$ cat config.mk
export PLATFORM = sky130hd
export DESIGN_NAME = tnoc_vc_link_scheduler
export DESIGN_NICKNAME = d
export VERILOG_FILES = /design/src/rtl/tnoc_vc_link_scheduler.sv
export SDC_FILE = /design/constraint.sdc
export NUM_CORES = 1
export LEC_CHECK = 0
export CORE_AREA = 3 3 301 303
export CTS_BUF_LIST = sky130_fd_sc_hd__clkbuf_8
export CTS_CLUSTER_DIAMETER = 120
export DETAILED_ROUTE_END_ITERATION = 10
export DIE_AREA = 0 0 304 306
export HOLD_SLACK_MARGIN = 0.12
export PLACE_DENSITY = 0.34
export REMOVE_ABC_BUFFERS = 1
export SLEW_MARGIN = 15
export SYNTH_ARGS = -nofsm -noshare
export SYNTH_HDL_FRONTEND = slang
export SYNTH_SLANG_ARGS = --single-unit
$ cat constraint.sdc
create_clock -name clk -period 4.25 [get_ports clk]
set_clock_uncertainty 0.1 [all_clocks]
set_input_delay 1.275 -clock clk [delete_from_list [all_inputs] [get_ports clk]]
set_output_delay 1.275 -clock clk [all_outputs]
set_load 0.01 [all_outputs]
$ cat src/rtl/tnoc_vc_link_scheduler.sv
// Credit-based round-robin flit scheduler for one NoC link shared by several virtual channels.
// One flit per cycle is accepted from an eligible VC and launched on a registered link output.
package tnoc_vc_link_scheduler_pkg;
    typedef struct packed {
        int virtual_channels;
        int data_width;
        int input_fifo_depth;
    } tnoc_config;

    localparam tnoc_config TNOC_DEFAULT_CONFIG = '{
        virtual_channels: 2,
        data_width:       256,
        input_fifo_depth: 8
    };
endpackage

module tnoc_vc_link_scheduler
    import tnoc_vc_link_scheduler_pkg::*;
#(
    parameter tnoc_config CONFIG = TNOC_DEFAULT_CONFIG
)(
    input  logic                                                      clk,
    input  logic                                                      rst,
    input  logic [CONFIG.virtual_channels-1:0]                        i_valid,
    output logic [CONFIG.virtual_channels-1:0]                        i_ready,
    input  logic [CONFIG.virtual_channels*CONFIG.data_width-1:0]      i_data,
    input  logic [CONFIG.virtual_channels-1:0]                        i_last,
    input  logic [CONFIG.virtual_channels-1:0]                        i_credit_return,
    output logic                                                      o_valid,
    output logic [CONFIG.virtual_channels-1:0]                        o_vc,
    output logic [CONFIG.data_width-1:0]                              o_data,
    output logic                                                      o_last,
    output logic [CONFIG.virtual_channels-1:0]                        o_credit_empty
);
    localparam int VC = CONFIG.virtual_channels;
    localparam int W  = CONFIG.data_width;
    localparam int CW = $clog2(CONFIG.input_fifo_depth + 1);
    localparam int PW = (VC > 1) ? $clog2(VC) : 1;
    localparam logic [CW-1:0] DEPTH    = CW'(CONFIG.input_fifo_depth);
    localparam logic [PW:0]   VC_COUNT = (PW + 1)'(VC);

    logic [VC-1:0] credit_zero;
    logic [VC-1:0] eligible;
    logic [VC-1:0] rotated;
    logic [VC-1:0] grant;
    logic [PW-1:0] ptr_reg;
    logic [PW-1:0] ptr_next;
    logic [PW-1:0] offset;
    logic [PW-1:0] sel_idx;
    logic [PW:0]   sel_sum;
    logic [PW:0]   ptr_sum;
    logic          found;
    logic [W-1:0]  data_arr [VC];

    logic          valid_reg;
    logic [VC-1:0] vc_reg;
    logic [W-1:0]  data_reg;
    logic          last_reg;

    // Rotate eligibility so that bit 0 is the VC at the pointer; the lowest set bit wins.
    always_comb begin
        rotated  = VC'({eligible, eligible} >> ptr_reg);
        offset   = '0;
        found    = 1'b0;
        for (int k = 0; k < VC; k++) begin
            if (!found && rotated[k]) begin
                found  = 1'b1;
                offset = PW'(k);
            end
        end
        sel_sum = {1'b0, ptr_reg} + {1'b0, offset};
        if (sel_sum >= VC_COUNT) begin
            sel_sum = sel_sum - VC_COUNT;
        end
        sel_idx = sel_sum[PW-1:0];
        ptr_sum = {1'b0, sel_idx} + (PW + 1)'(1);
        if (ptr_sum >= VC_COUNT) begin
            ptr_sum = '0;
        end
        ptr_next = ptr_sum[PW-1:0];
        grant    = '0;
        if (found && !rst) begin
            grant[sel_idx] = 1'b1;
        end
    end

    assign i_ready = grant;

    generate
        for (genvar gi = 0; gi < VC; gi++) begin : g_vc
            logic [CW-1:0] credit_reg;
            logic [CW-1:0] credit_next;
            logic          credit_empty_reg;

            assign data_arr[gi]       = i_data[gi*W +: W];
            assign credit_zero[gi]    = (credit_reg == '0);
            assign eligible[gi]       = i_valid[gi] & ~credit_zero[gi];
            assign o_credit_empty[gi] = credit_empty_reg;

            // A grant and a return in the same cycle cancel; a return at full credit saturates.
            always_comb begin
                credit_next = credit_reg;
                if (grant[gi] && !i_credit_return[gi]) begin
                    credit_next = credit_reg - CW'(1);
                end else if (!grant[gi] && i_credit_return[gi] && credit_reg != DEPTH) begin
                    credit_next = credit_reg + CW'(1);
                end
            end

            always_ff @(posedge clk) begin
                if (rst) begin
                    credit_reg       <= DEPTH;
                    credit_empty_reg <= 1'b0;
                end else begin
                    credit_reg       <= credit_next;
                    credit_empty_reg <= (credit_next == '0);
                end
            end

            credit_overflow_check: assert property (
                @(posedge clk) disable iff (rst)
                !(i_credit_return[gi] && credit_reg == DEPTH)
            );
        end
    endgenerate

    always_ff @(posedge clk) begin
        if (rst) begin
            ptr_reg <= '0;
        end else if (|grant) begin
            ptr_reg <= ptr_next;
        end
    end

    // Idle cycles clear the whole link word so the wire is quiet.
    always_ff @(posedge clk) begin
        if (rst || !(|grant)) begin
            valid_reg <= 1'b0;
            vc_reg    <= '0;
            data_reg  <= '0;
            last_reg  <= 1'b0;
        end else begin
            valid_reg <= 1'b1;
            vc_reg    <= grant;
            data_reg  <= data_arr[sel_idx];
            last_reg  <= i_last[sel_idx];
        end
    end

    assign o_valid = valid_reg;
    assign o_vc    = vc_reg;
    assign o_data  = data_reg;
    assign o_last  = last_reg;

endmodule

[Word level (Yosys, flattened, before mapping)]
Cells that the tools add are included.
Word-level totals
  word-level logic and storage cells: 69
  register bits: 271
  output and inout bits: 264
  input bits: 520
Operators by class
  add/subtract/negate cells: 7
  shift-type cells: 1
  multiplexer cells: 18
  bitwise gates (word level): 5
  reduce and logical (&&, ||, !) cells: 22
  order comparisons: 5
  equal/unequal tests: 2
Operators with widths (number)
  $mux W256: 3
  $logic_not A4 Y1: 4
  $mux W4: 4
  $logic_and A1 B1 Y1: 9
  $mux W1: 9
  $add A4 B1 Y4 const B: 2
  $ne A4 B4 Y1 const B: 2
  $sub A4 B1 Y4 const B: 2
  $logic_not A1 Y1: 7
  $ge A2 B2 Y1 const B: 3
  $shr A4 B1 Y2: 1
  $add A1 B1 Y2: 1
  $add A1 B1 Y2 const B: 1
  $and A1 B1 Y1: 2
  $lt A1 B2 Y1 const B: 1
  $mux W2: 1
  $not A1 Y1: 2
  $not A1 Y2: 1
  $reduce_or A2 Y1: 1
  $demux W1 S1: 1
  $ge A1 B1 Y1 const B: 1
  $logic_or A1 B1 Y1: 1
  $sub A1 B1 Y1 const B: 1

[Logic depth before layout (Yosys ltp)]
  depth after elaboration: 22
  depth in mapped cells: 10
  gate-level depth less buffers: 7

[Worst setup path before layout]
Ideal clock, no wire load.
  kind: input port to output port
  from: input rst
  to: output i_ready[0]
  data required time: 2875 ps
  setup slack: 570 ps
  path buffers: 4
  stages on the path: 6
  arrival: 2305 ps
  path through: clkbuf_1 -> nor2b_1 -> o211a_1 -> buf_6 -> buf_6 -> clkbuf_1
Between the ends
  longest elaborated chain between the ends: 3
Ends and longest elaborated chain
  from (decl): line 23  | input logic rst,
  $logic_not A1 Y1: line 82  | if (found && !rst) begin
  $logic_and A1 B1 Y1: line 82
  $mux W2: line 82
  to (decl): line 25  | output logic [CONFIG.virtual_channels-1:0] i_ready,
Every way passes these cells.

[Final worst setup path]
  from: input i_valid[0]
  to: output i_ready[1]
Between the ends
  longest elaborated chain between the ends: 14
  elaborated cells between the ends (all ways): 18
  those cells by class: add/sub: 2; order compare: 3; shift: 1; mux: 7; bitwise: 1; reduce/logical: 4
Ends and longest elaborated chain
  from (decl): line 24  | input logic [CONFIG.virtual_channels-1:0] i_valid,
  $and A1 B1 Y1 *: line 97  | assign eligible[gi] = i_valid[gi] & ~credit_zero[gi];
  $shr A4 B1 Y2 *: line 62  | rotated = VC'({eligible, eligible} >> ptr_reg);
  $mux W1: line 66  | if (!found && rotated[k]) begin
  $logic_not A1 Y1: line 66
  $logic_and A1 B1 Y1: line 66
  $mux W1: line 66
  $add A1 B1 Y2: line 71  | sel_sum = {1'b0, ptr_reg} + {1'b0, offset};
  $ge A2 B2 Y1 or $sub A1 B1 Y1 (tied branches): line 72, 73
  $mux W1: line 72  | if (sel_sum >= VC_COUNT) begin
  $lt A1 B2 Y1 (not written as such) or $ge A1 B1 Y1 (tied branches): line 83  | grant[sel_idx] = 1'b1;
  $logic_and A1 B1 Y1 (not written as such): line 83
  $mux W1 (not written as such): line 83
  $demux W1 S1: line 83
  $mux W2 *: line 82
Every way passes the cells marked *; elsewhere a longest branch is shown, timed or not.

==> impl_metrics.csv <==
group,metric,value,unit
setup_path,r2r.worst_path.cells,7,
clocking,clk_latency,660,ps
grt,grt_remaining_overflow,0,
synth,synth.area.top_cells,"dfxtp_1 63%, a22o_1 26%, buf_2 3.0%",
synth,synthesis.area,8611,µm²
clocking,numClockSinks,271,
placement,gp_congestion,0.7562,
setup_path,r2r-start,"g_vc[0].credit_reg[1]",
clocking,root_buffer,"clkbuf_8",
route,wl_met3,5447,µm
sta,hold_viol_final,0,
power_and_ir_drop,irDropWorstVdd,0.0001896,V
placement,place_hpwl,38560,µm
synth,synth.top_cell.area_share,63.00,%
power_and_ir_drop,p_leak,7.083,nW
grt,grtUsageTotal,10.11,%
synth,avgSynthCellArea,12.72,µm²
clocking,cts_buffer_depth,3,
worst_hold_path,hold_depth,2,
grt,grt_max_degree,136,
die,start_util,9.759,%
setup_path,cp_cell_sequence,"clkdlybuf4s50_1 > buf_4 > nor2b_1 > a2111oi_4 > buf_12",
route,vias,8818,
synth,yosys_warnings,0,
synth,synth_edf_count,0,
die,die_y,306,µm
outcome,status,"finished, final reports clean",
route,drt.antenna.violating_nets,0,
route,top_layer,"met5",
clocking,cts_tree,"yes",
synth,yosys-top-cells-count,"271 x dfxtp_1, 257 x a22o_1, 51 x buf_2",
synth,synth.most_common_cell,"dfxtp_1",
sta,worst_slack,148.5,ps
worst_hold_path,hp-class,"reg -> reg",
sta,setup_viol,0,
route,dr.pass1.iters,4,
setup_path,rr_endpoint,"o_data[253]",
setup_path,slowest_delay,520,ps
synth,ys_seq_area_share,63.00,%
grt,antenna_found_initial,3,
setup_path,worstSetupPathType,"in -> out",
synth,synthFlopType,"dfxtp_1",
worst_hold_path,hold_start,"ptr_reg",
route,wirelength,49590,µm
sta,period_needed,4102,ps
synth,postSynthCellCount,677,
run,cap_violations,0,
route,m1WireLength,17230,µm
die,ios,784,
worst_hold_path,holdPathEnd,"ptr_reg",
setup_path,cp_data_arrival_time,2730,ps
final_layout,fillCellCount,9570,
route,drt_iter0_markers,349,
clocking,cts_buffers,56,
die,core,88240,µm²
power_and_ir_drop,power_density,382.7,nW/µm²
die,die-area,93020,µm²
final_layout,drive_gt1_share,6.012,%
placement,dp_slack,116.3,ps
synth,synth.largest_area_cell,"dfxtp_1",
sta,tightest_slew,857.3,ps
final_layout,largest_reg_flops,256,
sta,max_slew_margin,42.84,%
route,routed_via_density,3.311,
sta,slew_violations,0,
clocking,cts_max_level,2,
sta,max_freq,243.8,MHz
sta,rsz0062_at_grt,"false",
synth,synth_cell_types,40,
die,die_w,304,µm
placement,port_buffers,783,
setup_path,cp_num_buf_inv,3,
route,wl_met2,25730,µm
power_and_ir_drop,total_power,0.007196,W
setup_path,slowest_stage,"a2111oi_4",
setup_path,worstPathRequired,2870,ps
route,wl_per_cell,18.62,µm
grt,grt_pass1_vias,9398,
setup_path,startpoint_type,"primary input",
final_layout,fin_nets,1985,
setup_path,crit_family,"buffers and inverters",
final_layout,syn_to_final_growth,118.4,%
grt,grt_pass1_wl,68620,µm
clocking,clkSlewWorstSetupHoldPaths,50,ps
setup_path,regToRegSetupSlack,1050,ps
clocking,hold_buffers,0,
synth,async_reset_ff_share,0,%
route,drc_errors,0,
final_layout,final_area,18800,µm²
synth,ys_ff_latch,271,
setup_path,crit_fanout,2,
setup_path,cp-end-kind,"primary output",
placement,placed_area,17710,µm²
sta,fin_crit_sh,96.51,%
die,rows,109,
-- power breakdown --
part           internal (W)  switching, W  leakage, nW
Clock               0.00151       0.00122        0.627
Sequential          0.00278     0.0000857         2.24
Combinational       0.00101      0.000600         4.22
-- logic make-up (layout without fill, tap and decap cells) --
| kind of cell | count (synthesis) | in the layout | synth area share, % |
|---|---|---|---|
| mux | 5 | 5 | 0.5958 |
| simple gates | 43 | 43 | 2.877 |
| fa+ha+maj | 4 | 4 | 0.5812 |
| compound gates | 276 | 276 | 28.12 |
| xor+xnor | 5 | 5 | 0.5085 |
| flops | 271 | 271 | 63.00 |
| other cells | 0 | 1 | 0 |
| buf+inv | 73 | 893 | 4.315 |
-- cell type report --
cell class                      count  area [µm²]  area share [%]
Tap cell                         1165        1458           7.753
Timing Repair Buffer              793        7985           42.47
Clock buffer                       66       908.4           4.831
Sequential cell                   271        5425           28.85
Multi-Input combinational cell    333        2828           15.04
Antenna cell                        1       2.502         0.01331
Clock inverter                     28       172.7          0.9183
Inverter                            6       22.52          0.1198
-- cell usage in the layout, fill, tap and decap left out, types with 3 or more instances in the layout --
master | synthesis | routed
nor4_1 | 3 | 3
nand2_1 | 9 | 9
mux2i_1 | 4 | 4
a211oi_1 | 6 | 6
nor2_1 | 9 | 9
clkbuf_8 | 0 | 66
a22o_1 | 257 | 257
buf_4 | 3 | 5
dfxtp_1 | 271 | 271
buf_12 | 0 | 6
xnor2_1 | 4 | 4
nor4b_1 | 3 | 3
inv_1 | 6 | 27
clkdlybuf4s50_1 | 0 | 782
ha_1 | 4 | 4
nor2b_1 | 6 | 6
-- tightest hold or removal path: stages, from the launching register on --
cell and delay (ps):
dfxtp_1 360, a22oi_1 80, nor2_1 80
-- routing by layer --
| layer | track usage [%] | vias to the layer above |
|---|---|---|
| li1 | - | 4157 |
| met1 | 10.05 | 4109 |
| met2 | 18.35 | 476 |
| met3 | 5.125 | 74 |
| met4 | 3.095 | 2 |
| met5 | 0 | - |
-- worst max path at each step --
stage	startpoint	end	cells after the start
floorplan	i_valid[0]	g_vc[1].credit_reg[1]	5
global placement	i_valid[0]	i_ready[1]	5
detailed placement	i_valid[0]	i_ready[1]	5
CTS	g_vc[1].credit_reg[0]	i_ready[0]	5
global route	g_vc[0].credit_reg[1]	i_ready[1]	5
finish	i_valid[0]	i_ready[1]	5
-- what timing repair did --
item                                    4_1_cts  5_1_grt
endpoints found under the setup margin        0        1
resized for setup                             0        1
setup buffers                                 0        0
-- through the flow --
stage | utilization, % | setup TNS [ps] | hold WS (ps) | std cells
2_1_floorplan | - | -1209890 | 388.2 | 610
3_3_place_gp | 20.07 | 0 | 422.5 | 2568
3_5_place_dp | 20.07 | 0 | 430.6 | 2568
4_1_cts | 21.30 | 0 | 444.0 | 2662
5_1_grt | 21.31 | 0 | 496.3 | 2662
6_report | 21.31 | 0 | 449.5 | 2663
(Power assumes the default switching activity.)
